## src/rtl/threshold_pkg.sv

```systemverilog
`default_nettype none
// threshold_pkg: mode encoding, luma coefficients and FSM state encoding
// shared by the pixel threshold stream blocks.
package threshold_pkg;

  localparam logic [1:0] MODE_BINARY   = 2'd0;
  localparam logic [1:0] MODE_INVERTED = 2'd1;
  localparam logic [1:0] MODE_TO_ZERO  = 2'd2;
  localparam logic [1:0] MODE_TRUNC    = 2'd3;

  // BT.601-style weights scaled by 256; they sum to exactly 256
  localparam int unsigned LUMA_COEF_R = 77;
  localparam int unsigned LUMA_COEF_G = 150;
  localparam int unsigned LUMA_COEF_B = 29;

  typedef enum logic [1:0] {
    ST_IDLE  = 2'd0,
    ST_RUN   = 2'd1,
    ST_FLUSH = 2'd2
  } state_t;

endpackage
`default_nettype wire

```

## src/rtl/luma_calc.sv

```systemverilog
`default_nettype none
// luma_calc: one registered stage computing pixel luma and carrying the
// original pixel alongside it.
module luma_calc
  import threshold_pkg::*;
#(
  parameter int PIX_W    = 8,
  parameter int CHANNELS = 3
) (
  input  logic                      CLK,
  input  logic                      RST,
  input  logic                      en,
  input  logic                      in_valid,
  input  logic [CHANNELS*PIX_W-1:0] in_data,
  output logic                      out_valid,
  output logic [PIX_W-1:0]          luma,
  output logic [CHANNELS*PIX_W-1:0] out_data
);

  logic [PIX_W-1:0] luma_next;

  generate
    if (CHANNELS == 3) begin : g_rgb
      logic [PIX_W+7:0] r, g, b, sum;
      assign r   = (PIX_W+8)'(in_data[PIX_W-1:0]);
      assign g   = (PIX_W+8)'(in_data[2*PIX_W-1:PIX_W]);
      assign b   = (PIX_W+8)'(in_data[3*PIX_W-1:2*PIX_W]);
      // Weights sum to 256, so the sum fits PIX_W+8 bits and >>8 stays in range
      assign sum = r * (PIX_W+8)'(LUMA_COEF_R)
                 + g * (PIX_W+8)'(LUMA_COEF_G)
                 + b * (PIX_W+8)'(LUMA_COEF_B);
      assign luma_next = sum[PIX_W+7:8];
    end else begin : g_mono
      assign luma_next = in_data[PIX_W-1:0];
    end
  endgenerate

  always_ff @(posedge CLK) begin
    if (!RST) begin
      out_valid <= 1'b0;
      luma      <= '0;
      out_data  <= '0;
    end else if (en) begin
      out_valid <= in_valid;
      luma      <= luma_next;
      out_data  <= in_data;
    end
  end

endmodule
`default_nettype wire

```

## src/rtl/pixel_threshold_stream.sv

```systemverilog
`default_nettype none
// pixel_threshold_stream: framed pixel stream thresholded on luma (luma, decision stages).
// Define THRESH_HYST_EN for per-row hysteresis in BINARY/INVERTED modes.
module pixel_threshold_stream
  import threshold_pkg::*;
#(
  parameter int PIX_W    = 8,
  parameter int CHANNELS = 3,
  parameter int COLS     = 256,
  parameter int ROWS     = 256
) (
  input  logic                      CLK,
  input  logic                      RST,
  input  logic                      start,
  input  logic [1:0]                cfg_mode,
  input  logic [PIX_W-1:0]          cfg_thresh,
  input  logic [PIX_W-1:0]          cfg_thresh_lo,
  input  logic                      s_valid,
  output logic                      s_ready,
  input  logic [CHANNELS*PIX_W-1:0] s_data,
  output logic                      m_valid,
  input  logic                      m_ready,
  output logic [CHANNELS*PIX_W-1:0] m_data,
  output logic                      m_sof,
  output logic                      m_eol,
  output logic                      busy,
  output logic                      frame_done
);

  localparam int DW    = CHANNELS * PIX_W;
  localparam int COL_W = (COLS > 1) ? $clog2(COLS) : 1;
  localparam int ROW_W = (ROWS > 1) ? $clog2(ROWS) : 1;
  localparam logic [DW-1:0] ONES = {DW{1'b1}};

  state_t             state;
  logic [1:0]         mode_q;
  logic [PIX_W-1:0]   thresh_q, thresh_lo_q;
  logic [COL_W-1:0]   col;
  logic [ROW_W-1:0]   row;
  logic               adv, in_fire, last_col, last_row;
  logic               s1_valid, s1_sof, s1_eol, s1_first_col;
  logic [PIX_W-1:0]   s1_luma;
  logic [DW-1:0]      s1_data, dec_data;
  logic               hit_strict, hit;

  // A bubble at the output may always be filled; a held output freezes everything
  assign adv      = m_ready || !m_valid;
  assign s_ready  = (state == ST_RUN) && adv;
  assign in_fire  = s_valid && s_ready;
  assign last_col = (col == COL_W'(COLS - 1));
  assign last_row = (row == ROW_W'(ROWS - 1));
  assign busy     = (state != ST_IDLE);

  always_ff @(posedge CLK) begin
    if (!RST) begin
      state       <= ST_IDLE;
      mode_q      <= MODE_BINARY;
      thresh_q    <= '0;
      thresh_lo_q <= '0;
      col         <= '0;
      row         <= '0;
      frame_done  <= 1'b0;
    end else begin
      frame_done <= 1'b0;
      case (state)
        ST_IDLE: if (start) begin
          state       <= ST_RUN;
          mode_q      <= cfg_mode;
          thresh_q    <= cfg_thresh;
          thresh_lo_q <= cfg_thresh_lo;
          col         <= '0;
          row         <= '0;
        end
        ST_RUN: if (in_fire) begin
          if (last_col) begin
            col <= '0;
            if (last_row) begin
              row   <= '0;
              state <= ST_FLUSH;
            end else begin
              row <= row + ROW_W'(1);
            end
          end else begin
            col <= col + COL_W'(1);
          end
        end
        ST_FLUSH: if (!s1_valid && (!m_valid || m_ready)) begin
          state      <= ST_IDLE;
          frame_done <= 1'b1;
        end
        default: state <= ST_IDLE;
      endcase
    end
  end

  luma_calc #(
    .PIX_W    (PIX_W),
    .CHANNELS (CHANNELS)
  ) u_luma (
    .CLK       (CLK),
    .RST       (RST),
    .en        (adv),
    .in_valid  (in_fire),
    .in_data   (s_data),
    .out_valid (s1_valid),
    .luma      (s1_luma),
    .out_data  (s1_data)
  );

  always_ff @(posedge CLK) begin
    if (!RST) begin
      s1_sof       <= 1'b0;
      s1_eol       <= 1'b0;
      s1_first_col <= 1'b0;
    end else if (adv) begin
      s1_sof       <= (col == '0) && (row == '0);
      s1_eol       <= last_col;
      s1_first_col <= (col == '0);
    end
  end

  assign hit_strict = (s1_luma > thresh_q);

`ifdef THRESH_HYST_EN
  logic hyst_q, hyst_next;

  always_comb begin
    hyst_next = s1_first_col ? 1'b0 : hyst_q;
    if (hit_strict)
      hyst_next = 1'b1;
    else if (s1_luma < thresh_lo_q)
      hyst_next = 1'b0;
  end

  assign hit = (mode_q == MODE_BINARY || mode_q == MODE_INVERTED) ? hyst_next : hit_strict;

  always_ff @(posedge CLK) begin
    if (!RST)
      hyst_q <= 1'b0;
    else if (adv && s1_valid)
      hyst_q <= hyst_next;
  end
`else
  logic unused_hyst;
  assign unused_hyst = ^{thresh_lo_q, s1_first_col};
  assign hit         = hit_strict;
`endif

  always_comb begin
    dec_data = '0;
    case (mode_q)
      MODE_BINARY:   dec_data = hit ? ONES : '0;
      MODE_INVERTED: dec_data = hit ? '0 : ONES;
      MODE_TO_ZERO:  dec_data = hit ? s1_data : '0;
      default:       dec_data = hit ? {CHANNELS{thresh_q}} : s1_data;
    endcase
  end

  always_ff @(posedge CLK) begin
    if (!RST) begin
      m_valid <= 1'b0;
      m_data  <= '0;
      m_sof   <= 1'b0;
      m_eol   <= 1'b0;
    end else if (adv) begin
      m_valid <= s1_valid;
      m_data  <= dec_data;
      m_sof   <= s1_valid && s1_sof;
      m_eol   <= s1_valid && s1_eol;
    end
  end

endmodule
`default_nettype wire

```

## config.mk

```make
export PLATFORM = sky130hd
export DESIGN_NAME = pixel_threshold_stream
export DESIGN_NICKNAME = d
export VERILOG_FILES = /design/src/rtl/threshold_pkg.sv /design/src/rtl/luma_calc.sv /design/src/rtl/pixel_threshold_stream.sv
export SDC_FILE = /design/constraint.sdc
export NUM_CORES = 1
export LEC_CHECK = 0
export BUFFER_PORTS_ARGS = -buffer_cell sky130_fd_sc_hd__buf_2
export CAP_MARGIN = 20
export CORE_MARGIN = 5
export CORE_UTILIZATION = 35
export CTS_BUF_LIST = sky130_fd_sc_hd__clkbuf_2 sky130_fd_sc_hd__clkbuf_4 sky130_fd_sc_hd__clkbuf_8
export DETAILED_ROUTE_END_ITERATION = 12
export PLACE_DENSITY = 0.52
export SLEW_MARGIN = 20
export SYNTH_ARGS = -nofsm -noshare
export SYNTH_HDL_FRONTEND = slang
export SYNTH_HIERARCHICAL = 1
export SYNTH_SLANG_ARGS = --single-unit
```

## constraint.sdc

```tcl
create_clock -name CLK -period 10.5 [get_ports CLK]
set_clock_uncertainty 0.05 [all_clocks]
set_input_delay 1.575 -clock CLK [delete_from_list [all_inputs] [get_ports CLK]]
set_output_delay 1.575 -clock CLK [all_outputs]
set_load 0.02 [all_outputs]
```

==> run_results.csv <==
group,metric,value,unit
critical_path,cp.arrival,8.20,ns
critical_path,critPathKind,"input port to flop",
cells_and_area,drive_above_1_share,12.4,%
cells_and_area,final_cells,1093,
floorplanning,initial_core_util,35.8,%
worst_hold_path,hold_path_end,"m_sof",
worst_hold_path,min_from,"m_sof",
clock_network,clk_latency,0.38,ns
clock_network,htree_levels,3,
floorplanning,placementRows,51,
cells_and_area,nFillCells,2086,
clock_network,clk_pin_slew,0.10,ns
cells_and_area,final_cell_mix,"110 x inv_1, 96 x ha_1, 91 x dfxtp_1, 68 x buf_2, 65 x nand2_1",
timing,finalSetupTns,0,ns
worst_hold_path,worstHoldPathCells,2,
floorplanning,die-area,0.0231,mm^2
timing,layout_min_cycle_time,7.99,ns
synthesis,synth.area.top_cells,"dfxtp_1 26%, ha_1 17%, fa_1 16%",
clock_network,cts_setup_buffers,0,
cells_and_area,seqCellArea,0.00182,mm^2
clock_network,tritoncts,"yes",
cells_and_area,syn_to_final_growth,11.3,%
routing,vias_per_cell,4.88,
placement,place_area,0.00764,mm^2
critical_path,startpoint_type,"input port",
synthesis,yosysTopAreaCell,"dfxtp_1",
placement,gp_congestion,0.845,
floorplanning,die_h,152,um
routing,detail-route-antenna-nets,0,
timing,setup_ws,2.51,ns
global_routing,grt_use_total,15.1,%
synthesis,ys_ff_latch,91,
run,max_cap_viol_count,0,
clock_network,numCtsBuffers,9,
floorplanning,io_pins,77,
critical_path,r2r_end,"row[3]",
placement,hpwlAfterDp,13500,um
global_routing,globalRouteOverflowTotal,0,
clock_network,clockBufferDepth,2,
routing,avgRoutedWirePerCell,15.7,um
timing,holdWs,0.412,ns
synthesis,avgSynthCellArea,9.18,um^2
floorplanning,die_w,152,um
synthesis,synth_cell_types,62,
timing,slew_violations,0,
synthesis,ys_warn_count,6,
placement,dp_slack,2.05,ns
cells_and_area,multi_input_area,0.00470,mm^2
critical_path,crit_required,10.71,ns
clock_network,clockRootBuffer,"clkbuf_8",
global_routing,grt_first_pass_wirelength,28500,um
synthesis,synth-main-ff-cell,"dfxtp_1",
timing,min_period_over_period,76.1,%
timing,fmax,125,MHz
global_routing,grt_max_degree,41,
routing,drc,0,
cells_and_area,fin_area,0.00783,mm^2
synthesis,syn-num-nets,965,
global_routing,antenna_found_initial,1,
timing,rsz0062_at_grt,"false",
power_and_ir_drop,powerDensity,308,mW/mm^2
cells_and_area,fin_nets,1022,
synthesis,synth_top_area_share,25.9,%
status,outcome,"finished, final reports clean",
synthesis,ys_async_sr_fraction,0,%
critical_path,reg2reg_depth,8,
timing,relSlewSlack,37.1,%
critical_path,critPathCaptureType,"flop",
clock_network,ctsHoldBuffers,0,
cells_and_area,fin_util,39.9,%
synthesis,synth_edf_count,0,
cells_and_area,final_common_cell,"inv_1",
timing,hold_viol_final,0,
global_routing,first_global_vias,5296,
synthesis,postSynthCellCount,767,
power_and_ir_drop,finalPower,2.41,mW
floorplanning,core,0.0197,mm^2
critical_path,crit_fanout,5,
critical_path,rr_startpoint,"m_valid",
routing,vias,5333,
timing,worst_slew_pin_slew,0.942,ns
placement,place_inst,1078,
power_and_ir_drop,p_leak,3.82,nW
routing,drt_wl_total,17100,um
clock_network,cts.sink_count,91,
synthesis,syn_area,0.00704,mm^2
synthesis,yosysSeqAreaShare,25.9,%
clock_network,cts_resized,0,
placement,portBuffers,68,
timing,setup_viol,0,
worst_hold_path,hp-class,"flop to flop",
routing,firstDrtPassIters,5,
cells_and_area,diodes,0,
routing,dr.first_iter.drc_count,187,
critical_path,regToRegSetupSlack,7.94,ns
power_and_ir_drop,ir_drop,0.176,mV
==> Yosys cell counts, drive strengths merged (3+ instances only) <==
cell type / instances
o211ai: 3
nand3: 12
xor2: 12
dfxtp: 91
o21ai: 13
nand4: 15
o2111ai: 3
ha: 96
nor2: 57
buf: 6
inv: 111
nand2: 65
a21o: 9
o311ai: 24
and3: 7
clkbuf: 20
o31ai: 3
mux2i: 28
a21oi: 35
nand2b: 7
fa: 55
xnor2: 11
nor2b: 29
nor4b: 4
or2: 5
a211oi: 3
nor3: 9
==> critical path, cell delays in order <==
cell and delay (ns):
buf_2 0.15, ha_1 0.30, ha_1 0.27, inv_1 0.06, fa_1 0.54, inv_1 0.05
fa_1 0.45, ha_1 0.37, and3_4 0.21, a221oi_2 0.42, xnor2_1 0.18, ha_1 0.27
fa_1 0.50, inv_1 0.05, fa_1 0.46, fa_1 0.54, inv_1 0.04, ha_1 0.21
or2_2 0.32, nor3_1 0.44, nor3_1 0.14, o21ai_1 0.23, a21oi_1 0.10, a311o_1 0.31
==> report_power, final <==
part / internal [mW] / switching (mW)
registers: 0.413 / 0.0387
clock network: 0.115 / 0.126
logic: 0.757 / 0.965
==> worst max-delay path by stage <==
stage                          start        endpoint  slack (ns)  cells past startpoint
after global placement    s_data[12]  u_luma/luma[7]        2.13                     24
after detailed placement  s_data[12]  u_luma/luma[7]        2.05                     24
after floorplan           s_data[12]  u_luma/luma[7]        2.84                     23
final                     s_data[12]  u_luma/luma[7]        2.51                     24
after CTS                 s_data[12]  u_luma/luma[7]        2.44                     24
after global routing      s_data[12]  u_luma/luma[7]        2.10                     24
==> final cells by class <==
type / count / share of cell area (%)
timing repair buffer: 72 / 4.73
tap: 265 / 4.23
clock inverter: 4 / 0.671
multi-input combinational: 538 / 60.0
clock buffer: 11 / 1.77
sequential: 91 / 23.3
inverter: 112 / 5.37
==> kinds of logic (layout without fill, tap and decap cells) <==
kind of cell | count (synthesis) | in the layout | share of synthesized area [%]
DFF | 91 | 91 | 25.9
buffers and inverters | 138 | 199 | 7.39
AOI/OAI and AO/OA | 118 | 118 | 12.1
adders and majority gates | 151 | 151 | 32.7
muxes | 28 | 28 | 3.98
xor gates and xnor gates | 23 | 23 | 2.86
and+or+nand+nor | 218 | 218 | 15.1
==> state kept, by name (all words and copies together) (netlist names), 2 cells and up <==
name,flops
thresh_q,8
u_luma/luma,8
mode_q,2
m_data,24
state,2
col,8
u_luma/out_data,24
row,8
==> metal layers <==
| metal | GRT usage (%) | vias to the layer above | share of wire [%] |
|---|---|---|---|
| met3 | 2.81 | 17 | 2.9 |
| met4 | 3.25 | 2 | 1.3 |
| met5 | 0 | - | 0.041 |
| li1 | - | 2720 | - |
| met1 | 21.0 | 2516 | 49 |
| met2 | 24.7 | 78 | 46 |
Power figures use the tool's default switching activity.
